--- config.mk ---
export PLATFORM = sky130hd
export DESIGN_NAME = cache_rd_arbiter
export DESIGN_NICKNAME = d
export VERILOG_FILES = /design/src/rtl/cache_rd_arbiter.sv
export SDC_FILE = /design/constraint.sdc
export NUM_CORES = 1
export LEC_CHECK = 0
export CORE_MARGIN = 1
export CORE_UTILIZATION = 36
export DETAILED_ROUTE_END_ITERATION = 7
export GPL_ROUTABILITY_DRIVEN = 0
export GPL_TIMING_DRIVEN = 0
export SLEW_MARGIN = 40
export SYNTH_ARGS = -nofsm -noshare
export SYNTH_HDL_FRONTEND = slang
export SYNTH_SLANG_ARGS = --single-unit
export TNS_END_PERCENT = 1
--- constraint.sdc ---
create_clock -name clk -period 2.34 [get_ports clk]
set_input_delay 0.351 -clock clk [delete_from_list [all_inputs] [get_ports clk]]
set_output_delay 0.351 -clock clk [all_outputs]
set_load 0.05 [all_outputs]
--- src/rtl/cache_rd_arbiter.sv ---
// Round-robin arbiter sharing one AXI read channel between the icache and dcache.
// Each granted refill is a 4-beat INCR burst assembled into a 128-bit line.
module cache_rd_arbiter #(
    parameter logic [3:0] ICACHE_ID = 4'd0,
    parameter logic [3:0] DCACHE_ID = 4'd1
) (
    input  logic         clk,
    input  logic         rst,
    input  logic [3:0]   icache_ren,
    input  logic [31:0]  icache_raddr,
    input  logic         icache_flush,
    output logic         icache_rrdy,
    output logic         icache_rvalid,
    output logic [127:0] icache_rdata,
    input  logic [3:0]   dcache_ren,
    input  logic [31:0]  dcache_raddr,
    output logic         dcache_rrdy,
    output logic         dcache_rvalid,
    output logic [127:0] dcache_rdata,
    output logic         arvalid,
    input  logic         arready,
    output logic [31:0]  araddr,
    output logic [3:0]   arid,
    output logic [7:0]   arlen,
    output logic [2:0]   arsize,
    output logic [1:0]   arburst,
    input  logic         rvalid,
    output logic         rready,
    input  logic [31:0]  rdata,
    input  logic [1:0]   rresp,
    input  logic         rlast,
    output logic         bus_err
);

    typedef enum logic [1:0] {S_IDLE, S_AR, S_R, S_DONE} state_t;
    typedef enum logic {GNT_I, GNT_D} grant_t;

    state_t       state;
    grant_t       grant;
    grant_t       last_grant;
    logic         i_pend;
    logic         d_pend;
    logic         kill;
    logic [1:0]   beat;
    logic [27:0]  i_line_addr;
    logic [27:0]  d_line_addr;
    logic [127:0] line;
    logic [127:0] i_rdata_q;
    logic [127:0] d_rdata_q;

    logic i_req;
    logic win_i;
    logic win_d;
    logic i_capture;
    logic d_capture;
    logic i_deliver;
    logic d_deliver;
    logic unused_addr_bits;

    assign unused_addr_bits = ^{icache_raddr[3:0], dcache_raddr[3:0]};

    assign arlen   = 8'd3;
    assign arsize  = 3'b010;
    assign arburst = 2'b01;
    assign arid    = (grant == GNT_D) ? DCACHE_ID : ICACHE_ID;

    // A flush in the same cycle hides a pending icache request from arbitration.
    always_comb begin
        icache_rrdy   = !i_pend && !(state != S_IDLE && grant == GNT_I);
        dcache_rrdy   = !d_pend && !(state != S_IDLE && grant == GNT_D);
        i_capture     = (icache_ren != 4'd0) && icache_rrdy && !icache_flush;
        d_capture     = (dcache_ren != 4'd0) && dcache_rrdy;
        i_req         = i_pend && !icache_flush;
        win_d         = (state == S_IDLE) && d_pend && (!i_req || last_grant == GNT_I);
        win_i         = (state == S_IDLE) && i_req && !win_d;
        i_deliver     = (state == S_DONE) && (grant == GNT_I) && !kill && !icache_flush;
        d_deliver     = (state == S_DONE) && (grant == GNT_D);
        icache_rvalid = i_deliver;
        dcache_rvalid = d_deliver;
        icache_rdata  = i_deliver ? line : i_rdata_q;
        dcache_rdata  = d_deliver ? line : d_rdata_q;
    end

    always_ff @(posedge clk or negedge rst) begin
        if (!rst) begin
            i_pend      <= 1'b0;
            d_pend      <= 1'b0;
            i_line_addr <= 28'd0;
            d_line_addr <= 28'd0;
        end else begin
            if (i_capture) begin
                i_pend      <= 1'b1;
                i_line_addr <= icache_raddr[31:4];
            end else if (icache_flush || win_i) begin
                i_pend <= 1'b0;
            end
            if (d_capture) begin
                d_pend      <= 1'b1;
                d_line_addr <= dcache_raddr[31:4];
            end else if (win_d) begin
                d_pend <= 1'b0;
            end
        end
    end

    // The DONE branch clears kill after any flush-driven set earlier in this block.
    always_ff @(posedge clk or negedge rst) begin
        if (!rst) begin
            state      <= S_IDLE;
            grant      <= GNT_I;
            last_grant <= GNT_I;
            kill       <= 1'b0;
            beat       <= 2'd0;
            line       <= 128'd0;
            i_rdata_q  <= 128'd0;
            d_rdata_q  <= 128'd0;
            arvalid    <= 1'b0;
            araddr     <= 32'd0;
            rready     <= 1'b0;
            bus_err    <= 1'b0;
        end else begin
            if (icache_flush && grant == GNT_I && state != S_IDLE)
                kill <= 1'b1;
            if (i_deliver)
                i_rdata_q <= line;
            if (d_deliver)
                d_rdata_q <= line;
            case (state)
                S_IDLE: begin
                    if (win_d) begin
                        grant      <= GNT_D;
                        last_grant <= GNT_D;
                        araddr     <= {d_line_addr, 4'b0000};
                        arvalid    <= 1'b1;
                        state      <= S_AR;
                    end else if (win_i) begin
                        grant      <= GNT_I;
                        last_grant <= GNT_I;
                        araddr     <= {i_line_addr, 4'b0000};
                        arvalid    <= 1'b1;
                        state      <= S_AR;
                    end
                end
                S_AR: begin
                    if (arready) begin
                        arvalid <= 1'b0;
                        rready  <= 1'b1;
                        beat    <= 2'd0;
                        state   <= S_R;
                    end
                end
                S_R: begin
                    if (rvalid) begin
                        line[{beat, 5'd0} +: 32] <= rdata;
                        if (rresp != 2'b00 || rlast != (beat == 2'd3))
                            bus_err <= 1'b1;
                        beat <= beat + 2'd1;
                        if (beat == 2'd3) begin
                            rready <= 1'b0;
                            state  <= S_DONE;
                        end
                    end
                end
                S_DONE: begin
                    kill  <= 1'b0;
                    state <= S_IDLE;
                end
                default: state <= S_IDLE;
            endcase
        end
    end

endmodule

Word level (Yosys, flattened, before mapping) --
Cells that the tools add are included. Widths: inputs -> output; s select.
Word-level totals: bits in writable memories 0, flip-flop bits (word level) 483, latch bits 0, memories kept 0, word-level logic and storage cells 107, memory bits (read-only) 0, input port bits 112, output and inout bits 312
Cells by class: order comparisons 0, reductions and logical operators 47, equality and inequality tests 9, add/sub/neg operators 2, mux-type cells 31, bitwise operators 1, $mul 0, div/mod/pow operators 0, shift-type cells 2
Operator list (count):
- $mux 128 | 2
- $bwmux 128 | 1
- $shift 32x9->128 const A | 1
- $shiftx 32x9->128 | 1
- $mux 32 | 2
- $logic_and 1x1->1 | 18
- $reduce_bool 2->1 | 8
- $mux 1 | 15
- $mux 2 | 7
- $neg 7->9 | 1
- $reduce_and 3->1 | 3
- $logic_not 1->1 | 8
- $pmux 2 s4 | 1
- $reduce_and 4->1 | 2
- $reduce_bool 4->1 | 2
- $eq 2x2->1 const B | 3
- $ne 2x2->1 const B | 3
- $pmux 1 s2 | 2
- $pmux 2 s2 | 1
- $reduce_and 2->1 | 2
- $logic_or 1x1->1 | 3
- $ne 3x3->1 const B | 1
- $add 2x1->2 const B | 1
- $eq 2x1->1 const B | 1
- other kinds (3) | 3

Longest topological paths before layout --
Gate-level depths: netlist of run 1.
depth after elaboration 10, depth in mapped cells 8, depth with buffers taken out 6

Worst setup path before layout of run 1 --
OpenSTA, ideal clock, no wires.
path type register to output, start register state[0], end output port icache_rdata[122], path slack 0.140 ns, buffers on the path 2, cell stages (with the launch flop) 6, data arrival time 1.849 ns, data required time 1.989 ns, path through dfrtp_1 ha_1 nor4b_2 buf_2 buf_4 mux2_1
On the way: word-level cells in the longest chain between the ends 5
Ends and longest elaborated chain:
- from (decl) | RTL line 38 | state_t state;
- from (signal assigned) | RTL line 109 | state <= S_IDLE;
- from (signal assigned) | RTL line 135 | state <= S_AR;
- from (signal assigned) | RTL line 141 | state <= S_AR;
- $eq 2x2->1 | RTL line 76 | i_deliver = (state == S_DONE) && (grant == GNT_I) && !kill && !icache_flush;
- $logic_and 1x1->1 (3 in series) | RTL line 76
- net icache_rvalid | RTL line 13 | output logic icache_rvalid,
- $mux 128 | RTL line 80 | icache_rdata = i_deliver ? line : i_rdata_q;
- to (decl) | RTL line 14 | output logic [127:0] icache_rdata,
The timed path passes the listed nets, and every way through them passes these cells.

Worst setup path after layout of run 1 --
start register state[1], end output port icache_rdata[29]
On the way: word-level cells in the longest chain between the ends 5
Ends and longest elaborated chain (RTL line):
- $eq 2x2->1 | 76
- $logic_and 1x1->1 (3 in series) | 76
- $mux 128 | 80
Every way passes these cells.

==> impl_results.md, run 1 <==
* Die Height at around 230 µm
* Setup crit end kind: output port
* Reg2Reg Launch Point: state[0]
* Max cap viols at 0
* Min-delay src: rvalid
* F_max at about 360 MHz
* Required @ worst endpoint at 1.99 ns
* Root buf cell: clkbuf_16
* Startpoint Class: register
* Top cells by count, synth: dfrtp_1 (479), mux2_2 (302), a22o_1 (130)
* Main area contributors after synthesis: dfrtp_1 (66%), mux2_2 (19%), a22o_1 (6.2%), mux2i_1 (1.5%), buf_4 (1.5%)
* Initial antenna violation count at 2
* Initial DRC Count at 513
* First-pass GRT wire length at ~80 mm
* Hold Path Sink: beat[0]
* P_leak at approximately 0.013 µW
* Outcome: complete, but fails checks
* Post-synth top area share at 65.7%
* Initial Util at roughly 36%
* Failing checks: negative setup slack
* HPWL after detailed placement at roughly 36 mm
* First drt pass iteration count at 4
* Post-route worst setup slack at -0.460 ns
* Worst min path class: in -> reg
* R2R cell count at 8
* Ys flop type: dfrtp_1
* Post-synth EDFFs at 0
* Post-route DRC at 0
* Power per Cell Area at approximately 1300 mW/mm²
* Fin crit share at 120%
* Worst hold stages at 3
* Ys Warns at 0
* Routed length per placed instance at approximately 22 µm
* FP Rows at 82
* Syn Inst Count at 1171
* RSZ-0062 raised after global routing: yes
* H-Tree Depth at 2
* CTS tree: done
* Share of cells above drive strength 1 at 43.4%
* Most frequent cell after synthesis: dfrtp_1
* Final hold slack at 0.263 ns
* Top Ports at approximately 420
* Clock Latency Late Sink at between 0.5 and 0.6 ns
* Max Slew Vio Count at 0
* Core Area at roughly 0.05 mm²
* Tightest Pin Transition at around 0.73 ns
* GRT Residual Overflow at 0
* Final core occ at 50.5%
* Setup-failing EPs final at 258
* Post-synth ARST share at 100%
* Via count at about 12000
* Chip width at between 200 and 250 µm
* CP arrival at approximately 2.5 ns
* Final Net Count at ~1800
* CTS Buf Count at between 50 and 60
* Area growth, synth to finish at 38.5%
* Slew headroom at 51.5%
* Tot GR Track Use at between 20% and 30%
* # clock sinks at 479
* Maximum VDD drop at roughly 1000 µV
* #FFs+latches synth at approximately 480
* Vias per inst at 4.90
* Final Hold Fails at 0
* Input/output buffers at 394
* Post-route antenna net violation count at 0
* R2r endpoint: d_line_addr[21]
* Crit Path Max Fanout at 10
* Tmin final at approximately 2.8 ns
* Clock Skews at ~0.013 ns
* Cell Area, Synth at 0.0183 mm²
* Setup slack, reg-to-reg at roughly 0.07 ns
* Die area at between 0.05 and 0.06 mm²
* Synth Area per Inst at between 15 and 20 µm²
* Reg clk slew, reported paths at roughly 0.060 ns
* Largest net degree at the start of global routing at 74
* Worst Setup Path Type: reg -> out
* Distinct cells, synth at 37
* Synth area leader: dfrtp_1
* Register area share after synthesis at approximately 66%
* WL final at between 50 and 60 mm
* Clk buf depth at 3
* Vias in the first global route at roughly 12000
## cell usage in the layout (no fill, tap or decap), types with 4 or more instances in the layout
cell type	n
dfrtp_1	477
mux2_2	251
clkdlybuf4s50_1	132
a22o_1	130
buf_6	122
buf_2	117
clkbuf_16	58
mux2_4	52
buf_4	37
nor2_1	31
a21oi_1	31
clkbuf_1	30
mux2i_1	28
clkbuf_4	20
conb_1	20
dlygate4sd2_1	16
buf_12	14
clkbuf_8	14
clkdlybuf4s15_2	13
mux2_1	10
ha_1	9
nand2_1	8
inv_1	6
buf_16	6
buf_8	5
nand3_1	5
clkinv_2	5
a21o_1	4
o21ai_0	4
## cell type report
class | instances | area, µm²
plain buffers | 90 | 865
diodes | 2 | 5.00
well taps | 672 | 841
multi-input cells | 613 | 6020
clock inverters | 11 | 108
inverters | 7 | 26.3
clock buffers | 83 | 1560
repair buffers | 413 | 3860
fillers | 4443 | 24800
flip-flops and latches | 479 | 12000
## where the power goes
group	switching, µW	internal [µW]
Sequential	1170	10500
Combinational	8370	4910
Clock	3270	4660
Total	12800	20100
## layer usage
metal / GRT usage (%) / up-vias / part of all wire [%]
met5: 0 / - / 0.024
met2: 32.4 / 310 / 48
met3: 5.50 / 70 / 6.8
met4: 5.87 / 2 / 1.9
met1: 26.7 / 6073 / 43
li1: - / 5167 / -
## worst max-delay path by stage
stage | start | to | depth (start not counted)
final | state[1] | icache_rdata[29] | 7
after global routing | state[1] | icache_rdata[34] | 7
after CTS | state[1] | icache_rdata[33] | 7
after detailed placement | icache_flush | icache_rdata[96] | 6
after global placement | rst | d_rdata_q[104] | 1
after floorplan | state[0] | icache_rdata[122] | 5
## repair_timing
item / in CTS / in global routing
hold endpoints to repair: 63 / 0
resized for setup: 1362 / 251
pin swaps: 0 / 3
hold buffers: 1 / 0
buffers inserted: 3 / 3
endpoints found under the setup margin: 366 / 390
cloned: 0 / 6
## flip-flops by register name, indices dropped and copies added (netlist names), 2 cells and up
register     cells
beat             2
i_rdata_q      128
i_line_addr     28
d_line_addr     28
d_rdata_q      128
araddr          28
state            2
line           128
## per-stage QoR
stage | setup WS (ns) | power (µW) | TNS, ns | area, µm² | std cells
3_5_place_dp | -1.28 | 25100 | -266.26 | 23300 | 2261
3_3_place_gp | -20.01 | 24900 | -9822.84 | 23100 | 2255
2_1_floorplan | 0.140 | 20500 | 0 | 18300 | 1189
5_1_grt | -0.566 | 34500 | -128.61 | 25300 | 2369
6_report | -0.460 | 32900 | -97.58 | 25300 | 2370
4_1_cts | -0.543 | 32700 | -144.06 | 24400 | 2359
## worst max-delay path, cell delays in order (launching register included)
cell and delay (ns):
dfrtp_1 0.37, ha_2 0.20, nor4b_4 0.20, buf_6 0.20, clkbuf_16 0.19, buf_12 0.16, mux2_2 0.36, buf_6 0.16
## cell families (layout without fill, tap and decap cells)
family / Yosys count / count (layout) / share of synthesized area [%]
AO/OA/AOI/OAI: 176 / 176 / 7.67
buffers and inverters: 97 / 604 / 3.09
AND/OR/NAND/NOR: 64 / 64 / 1.86
adder cells (fa/ha/maj): 11 / 11 / 0.754
flip-flops: 479 / 479 / 65.7
other: 2 / 22 / 0.0412
XOR/XNOR: 1 / 1 / 0.0480
multiplexers: 341 / 341 / 20.8
(Power assumes the default switching activity.)
==> run 2: changes to the inputs <==
Settings changed: ABC_CLOCK_PERIOD_IN_PS set to 2510.
Clock period 2.34 ns to 2.51 ns, I/O delays scaled along.
==> impl_results.md, run 2 (synthesis gave the netlist of run 1 again) <==
* Routed length per placed instance at 22.4 µm (about the same)
* Pre-CTS WS at -1.16 ns (+0.119 ns)
* CTS Buf Count at 52 (unchanged)
* CP arrival at 2.45 ns (about the same)
* R2R cell count at 8 (unchanged)
* Placed cells at 2261 (unchanged)
* FP Rows at 82 (unchanged)
* Clock Skews at 0.0143 ns (+0.00136 ns)
* Worst min path class: in -> reg
* Setup slack, reg-to-reg at 0.14 ns (+0.07 ns)
* Core Area at 0.0501 mm² (unchanged)
* Post-route antenna net violation count at 0 (unchanged)
* Clk buf depth at 3 (unchanged)
* Setup crit end kind: output port
* Final Net Count at 1779 (unchanged)
* Flop pwr share at 35.5% (about the same)
* Outcome: complete, but fails checks
* Vias in the first global route at 12300 (-0.041%)
* CTS tree: done
* Slew headroom at 51.5% (+0.067 points)
* Post-route worst setup slack at -0.317 ns (+0.144 ns)
* Root buf cell: clkbuf_16
* Max cap viols at 0 (unchanged)
* Chip width at 227 µm (unchanged)
* First-pass GRT wire length at 77.9 mm (about the same)
* Tightest Pin Transition at 0.727 ns (-0.00101 ns)
* CP bufs+invs at 4 (unchanged)
* Top Ports at 424 (unchanged)
* Register area at 0.0120 mm² (about the same)
* Clock Latency Late Sink at 0.58 ns (about the same)
* Input/output buffers at 394 (unchanged)
* Initial Util at 36.5% (unchanged)
* F_max at ~350 MHz
* Initial DRC Count at 541 (+5.5%)
* P_leak at 0.0126 µW (about the same)
* HPWL after detailed placement at 36.1 mm (unchanged)
* Final Hold Fails at 0 (unchanged)
* Switching share of power at 39.0% (about the same)
* Slowest stage delay, CP at 0.37 ns (about the same)
* Crit Path Max Fanout at 10 (unchanged)
* Die Height at 227 µm (unchanged)
* Tot GR Track Use at 20.2% (about the same)
* Worst Setup Path Type: reg -> out
* First drt pass iteration count at 4 (unchanged)
* Worst-path cell chain: ha_2 -> nor4b_4 -> buf_6 -> clkbuf_16 -> buf_12 -> mux2_2 -> buf_6
* Vias per inst at 4.88 (-0.46%)
* # clock sinks at 479 (unchanged)
* WL final at 53.1 mm (about the same)
* Max Slew Vio Count at 0 (unchanged)
* Largest net degree at the start of global routing at 74 (unchanged)
* Startpoint Class: register
* Failing checks: negative setup slack
* Power per Cell Area at 1210 mW/mm² (-6.7%)
* Final hold slack at 0.287 ns (+0.0249 ns)
* Slowest-stage cell, CP: dfrtp_1
* Internal power at 18700 µW (-6.9%)
* Setup-failing EPs final at 257 (-0.39%)
* Tmin final at 2.83 ns
* Top cell by count, worst path: buf_6
* Final core occ at 50.4% (-0.085 points)
* Metal-1 WL at 23.0 mm (+0.28%)
* Most frequent cells in the layout: dfrtp_1 (478), mux2_2 (251), clkdlybuf4s50_1 (133)
* GRT Residual Overflow at 0 (unchanged)
* Share of cells above drive strength 1 at 43.1% (-0.29 points)
* Met2 WL at 25.5 mm (-0.12%)
* Post-route DRC at 0 (unchanged)
* RSZ-0062 raised after global routing: yes
* Post-Layout Cell Count at 2369 (-0.042%)
* Commonest non-fill, non-tap cell in the layout: dfrtp_1
* Die area at 0.0516 mm² (unchanged)
* Initial antenna violation count at 2 (unchanged)
* Multi-input gate area at 0.00602 mm² (about the same)
* Family with the most delay on the worst path: buffers and inverters
* R2r endpoint: line[69]
* H-Tree Depth at 2 (unchanged)
* Reg clk slew, reported paths at 0.06 ns (about the same)
* DR top layer: met5
* Setup crit start: state[1]
* Met3 Wirelength at 3.62 mm (about the same)
* Area growth, synth to finish at 38.3%
* Fin crit share at 113%
* Comb power frac at 40.4% (about the same)
* Via count at 11600 (-0.50%)
* Clk pwr share at 24.1% (about the same)
* Reg2Reg Launch Point: state[0]
* Final Power at 30600 µW (-6.8%)
* Required @ worst endpoint at 2.13 ns (+0.14 ns)
* Largest regs: d_rdata_q (128), i_rdata_q (128), line (128)
* Fill cells at 4456 (+0.29%)
* Critical Path Stages at 7 (unchanged)
* Maximum VDD drop at 951 µV (-7.1%)
* Sw power at 11900 µW (-6.7%)
* Crit path to: icache_rdata[29]
[run 2: changes by cell type in the layout (fill, tap and decap cells not counted), sizes merged]
cell / delta
clkbuf: -5
buf: +4
clkdlybuf4s50: +1
diode: -1
[run 2: what timing repair did]
action	4_1_cts	5_1_grt
gates cloned	0	6
buffers inserted	3	3
gates resized for setup	1360	231
endpoints found under the setup margin	321	329
pin swaps	0	2
endpoints found under the hold margin	63	0
hold buffers	1	0
[run 2: worst min path at each step]
| stage | depth (start not counted) | startpoint | slack (ns) | end |
|---|---|---|---|---|
| after floorplan | 0 | rst | 0.08 | araddr[10] |
| after global placement | 1 | bus_err | 0.47 | bus_err |
| after detailed placement | 1 | rst | 0.38 | d_rdata_q[24] |
| after CTS | 3 | rvalid | 0.23 | beat[0] |
| after global routing | 3 | rvalid | 0.30 | beat[1] |
| final | 3 | rvalid | 0.29 | beat[0] |
[run 2: layout make-up]
type                       instances  share of cell area, %
multi-input combinational        613                   23.8
antenna                            1                0.00992
timing repair buffer             413                   15.3
inverter                           7                  0.104
clock inverter                    11                  0.426
sequential                       479                   47.5
tap                              672                   3.33
clock buffer                      83                   6.17
buffer                            90                   3.29
[run 2: stage by stage]
step	cell area (µm²)	setup TNS, ns
after floorplan	18300	0
after global placement	23100	-9693.06
after detailed placement	23300	-205.50
after CTS	24400	-95.37
after global routing	25200	-90.11
final	25200	-59.66
[run 2: worst min-delay path, cell delays in order]
cell	delay [ns]
buf_2	0.17
o21ai_0	0.16
a22o_1	0.13
[run 2: power groups by stage]
stage | Clock [µW] | Sequential, µW | Combinational, µW
finish | 7400 | 10900 | 12400
global route | 7930 | 11100 | 13000
CTS | 7620 | 10900 | 12000
detailed placement | 0 | 11000 | 12400
global placement | 0 | 11000 | 12200
floorplan | 0 | 11400 | 7650
[run 2: metal layers]
| metal | global-route usage, % | vias up |
|---|---|---|
| li1 | - | 5170 |
| met1 | 26.6 | 6016 |
| met2 | 32.4 | 307 |
| met3 | 5.50 | 69 |
| met4 | 5.87 | 2 |
| met5 | 0 | - |
==> run 3: changes to the inputs <==
Settings changed: ABC_CLOCK_PERIOD_IN_PS 2510 to 3610.
Clock period 2.51 ns to 3.61 ns, I/O delays scaled along.
==> impl_results.md, run 3 (synthesis gave the netlist of run 1 again) <==
* Min-delay src: rvalid
* Worst hold stages at 3 (unchanged)
* Core Area at 0.0501 mm² (unchanged)
* RSZ-0062 raised after global routing: yes
* HPWL after detailed placement at 36.1 mm (unchanged)
* Largest regs: d_rdata_q (128), i_rdata_q (128), line (128)
* Fill cells at 4501 (+1.0%)
* Final Hold Fails at 0 (unchanged)
* R2r endpoint: line[120]
* # clock sinks at 479 (unchanged)
* Final Net Count at 1767 (-0.67%)
* Hold Path Sink: beat[0]
* Register area at 0.0120 mm² (about the same)
* Vias per inst at 4.88 (about the same)
* Root buf cell: clkbuf_16
* R2R cell count at 7 (-1)
* Commonest non-fill, non-tap cell in the layout: dfrtp_1
* Worst Setup Path Type: reg -> out
* Tightest Pin Transition at 0.710 ns (-0.0165 ns)
* Reg clk slew, reported paths at 0.06 ns (about the same)
* Maximum VDD drop at 665 µV (-30%)
* Worst min path class: in -> reg
* Initial antenna violation count at 2 (unchanged)
* First drt pass iteration count at 4 (unchanged)
* CP arrival at 2.92 ns (+0.47 ns)
* Input/output buffers at 394 (unchanged)
* FP Rows at 82 (unchanged)
* F_max at just under 300 MHz
* Outcome: finished clean
* Setup crit end kind: output port
* Placed cells at 2261 (unchanged)
* CTS tree: done
* Max cap viols at 0 (unchanged)
* Setup slack, reg-to-reg at 1.04 ns (+0.90 ns)
* Final hold slack at 0.432 ns (+0.145 ns)
* Fin crit share at about 96%
* Area growth, synth to finish at 36.0%
* Via count at 11500 (-0.56%)
* GRT Residual Overflow at 0 (unchanged)
* Die area at 0.0516 mm² (unchanged)
* Tot GR Track Use at 20.0% (-0.11 points)
* Pre-CTS WS at -0.387 ns (+0.770 ns)
* Multi-input gate area at 0.00579 mm² (-3.7%)
* Setup_tns at 0 ns (+59.66 ns)
* CTS Buf Count at 52 (unchanged)
* Clk buf depth at 3 (unchanged)
* Initial Util at 36.5% (unchanged)
* Clock Latency Late Sink at 0.58 ns (about the same)
* Die Height at 227 µm (unchanged)
* Startpoint Class: register
* Crit Path Max Fanout at 10 (unchanged)
* Routed length per placed instance at 21.9 µm (-2.4%)
* Top Ports at 424 (unchanged)
* P_leak at 0.0132 µW (+5.2%)
* WL final at 51.6 mm (-2.9%)
* Post-route worst setup slack at 0.144 ns (+0.460 ns)
* Most frequent cells in the layout: dfrtp_1 (479), mux2_2 (302), dlygate4sd2_1 (203)
* Tmin final at between 3 and 4 ns
* Post-Layout Cell Count at 2357 (-0.51%)
* Slew headroom at 52.6% (+1.1 points)
* Required @ worst endpoint at 3.07 ns (+0.94 ns)
* Setup-failing EPs final at 0 (-100%)
* Clock Skews at 0.0144 ns (+0.000178 ns)
* H-Tree Depth at 2 (unchanged)
* Initial DRC Count at 451 (-17%)
* Post-route antenna net violation count at 0 (unchanged)
* Final Power at 21000 µW (-32%)
* Post-route DRC at 0 (unchanged)
* Reg2Reg Launch Point: state[0]
* First-pass GRT wire length at 77.4 mm (-0.61%)
* Vias in the first global route at 12300 (-0.15%)
* Share of cells above drive strength 1 at 27.9% (-15 points)
* Power per Cell Area at 844 mW/mm² (-30%)
* Largest net degree at the start of global routing at 74 (unchanged)
* Chip width at 227 µm (unchanged)
* Max Slew Vio Count at 0 (unchanged)
* Postcts setup bufs at 0 (-3)
## run 3: report_power, final
group | switching [µW] | leakage [µW] | internal (µW) | total [µW]
registers | 750 | 0.00640 | 6800 | 7550
clock network | 2120 | 0.000817 | 3020 | 5140
logic | 5300 | 0.00600 | 2960 | 8260
## run 3: stage by stage
stage	cell area (µm²)	utilization (%)
floorplan	18300	-
global placement	23100	46.1
detailed placement	23300	46.5
CTS	24700	49.4
global route	24800	49.6
finish	24800	49.6
## run 3: how the worst max path moves through the flow
stage                       from           endpoint  cells after the start
global placement             rst     d_rdata_q[104]                      1
floorplan           icache_flush  icache_rdata[122]                      4
detailed placement  icache_flush   icache_rdata[96]                      6
CTS                     state[0]   dcache_rdata[91]                      6
finish                  state[0]   dcache_rdata[16]                      5
global route            state[0]   icache_rdata[96]                      6
## run 3: area by class of cell
cell class	count	share of cell area, %
diodes	1	0.0101
flip-flops and latches	479	48.3
clock inverters	11	0.433
well taps	672	3.39
inverters	7	0.106
plain buffers	90	2.29
repair buffers	401	15.9
multi-input cells	613	23.3
clock buffers	83	6.27
## run 3: what timing repair did
item	in CTS	in global routing
pin swaps	0	0
cloned	0	0
hold buffers	1	0
hold endpoints to repair	63	0
setup endpoints to repair	239	82
gates resized for setup	208	37
## run 3: worst max-delay path, stage by stage (launching register included)
cell             delay (ns)
dfrtp_1                0.40
ha_1                   0.21
and2_1                 0.21
buf_2                  0.39
mux2_2                 0.41
clkdlybuf4s50_1        0.70
## run 3: metal layers
metal,part of all wire [%],up-vias,track usage [%]
met4,2.1,2,5.87
li1,-,5136,-
met1,43,5984,26.4
met2,48,307,32.3
met3,7.1,70,5.50
met5,0.025,-,0
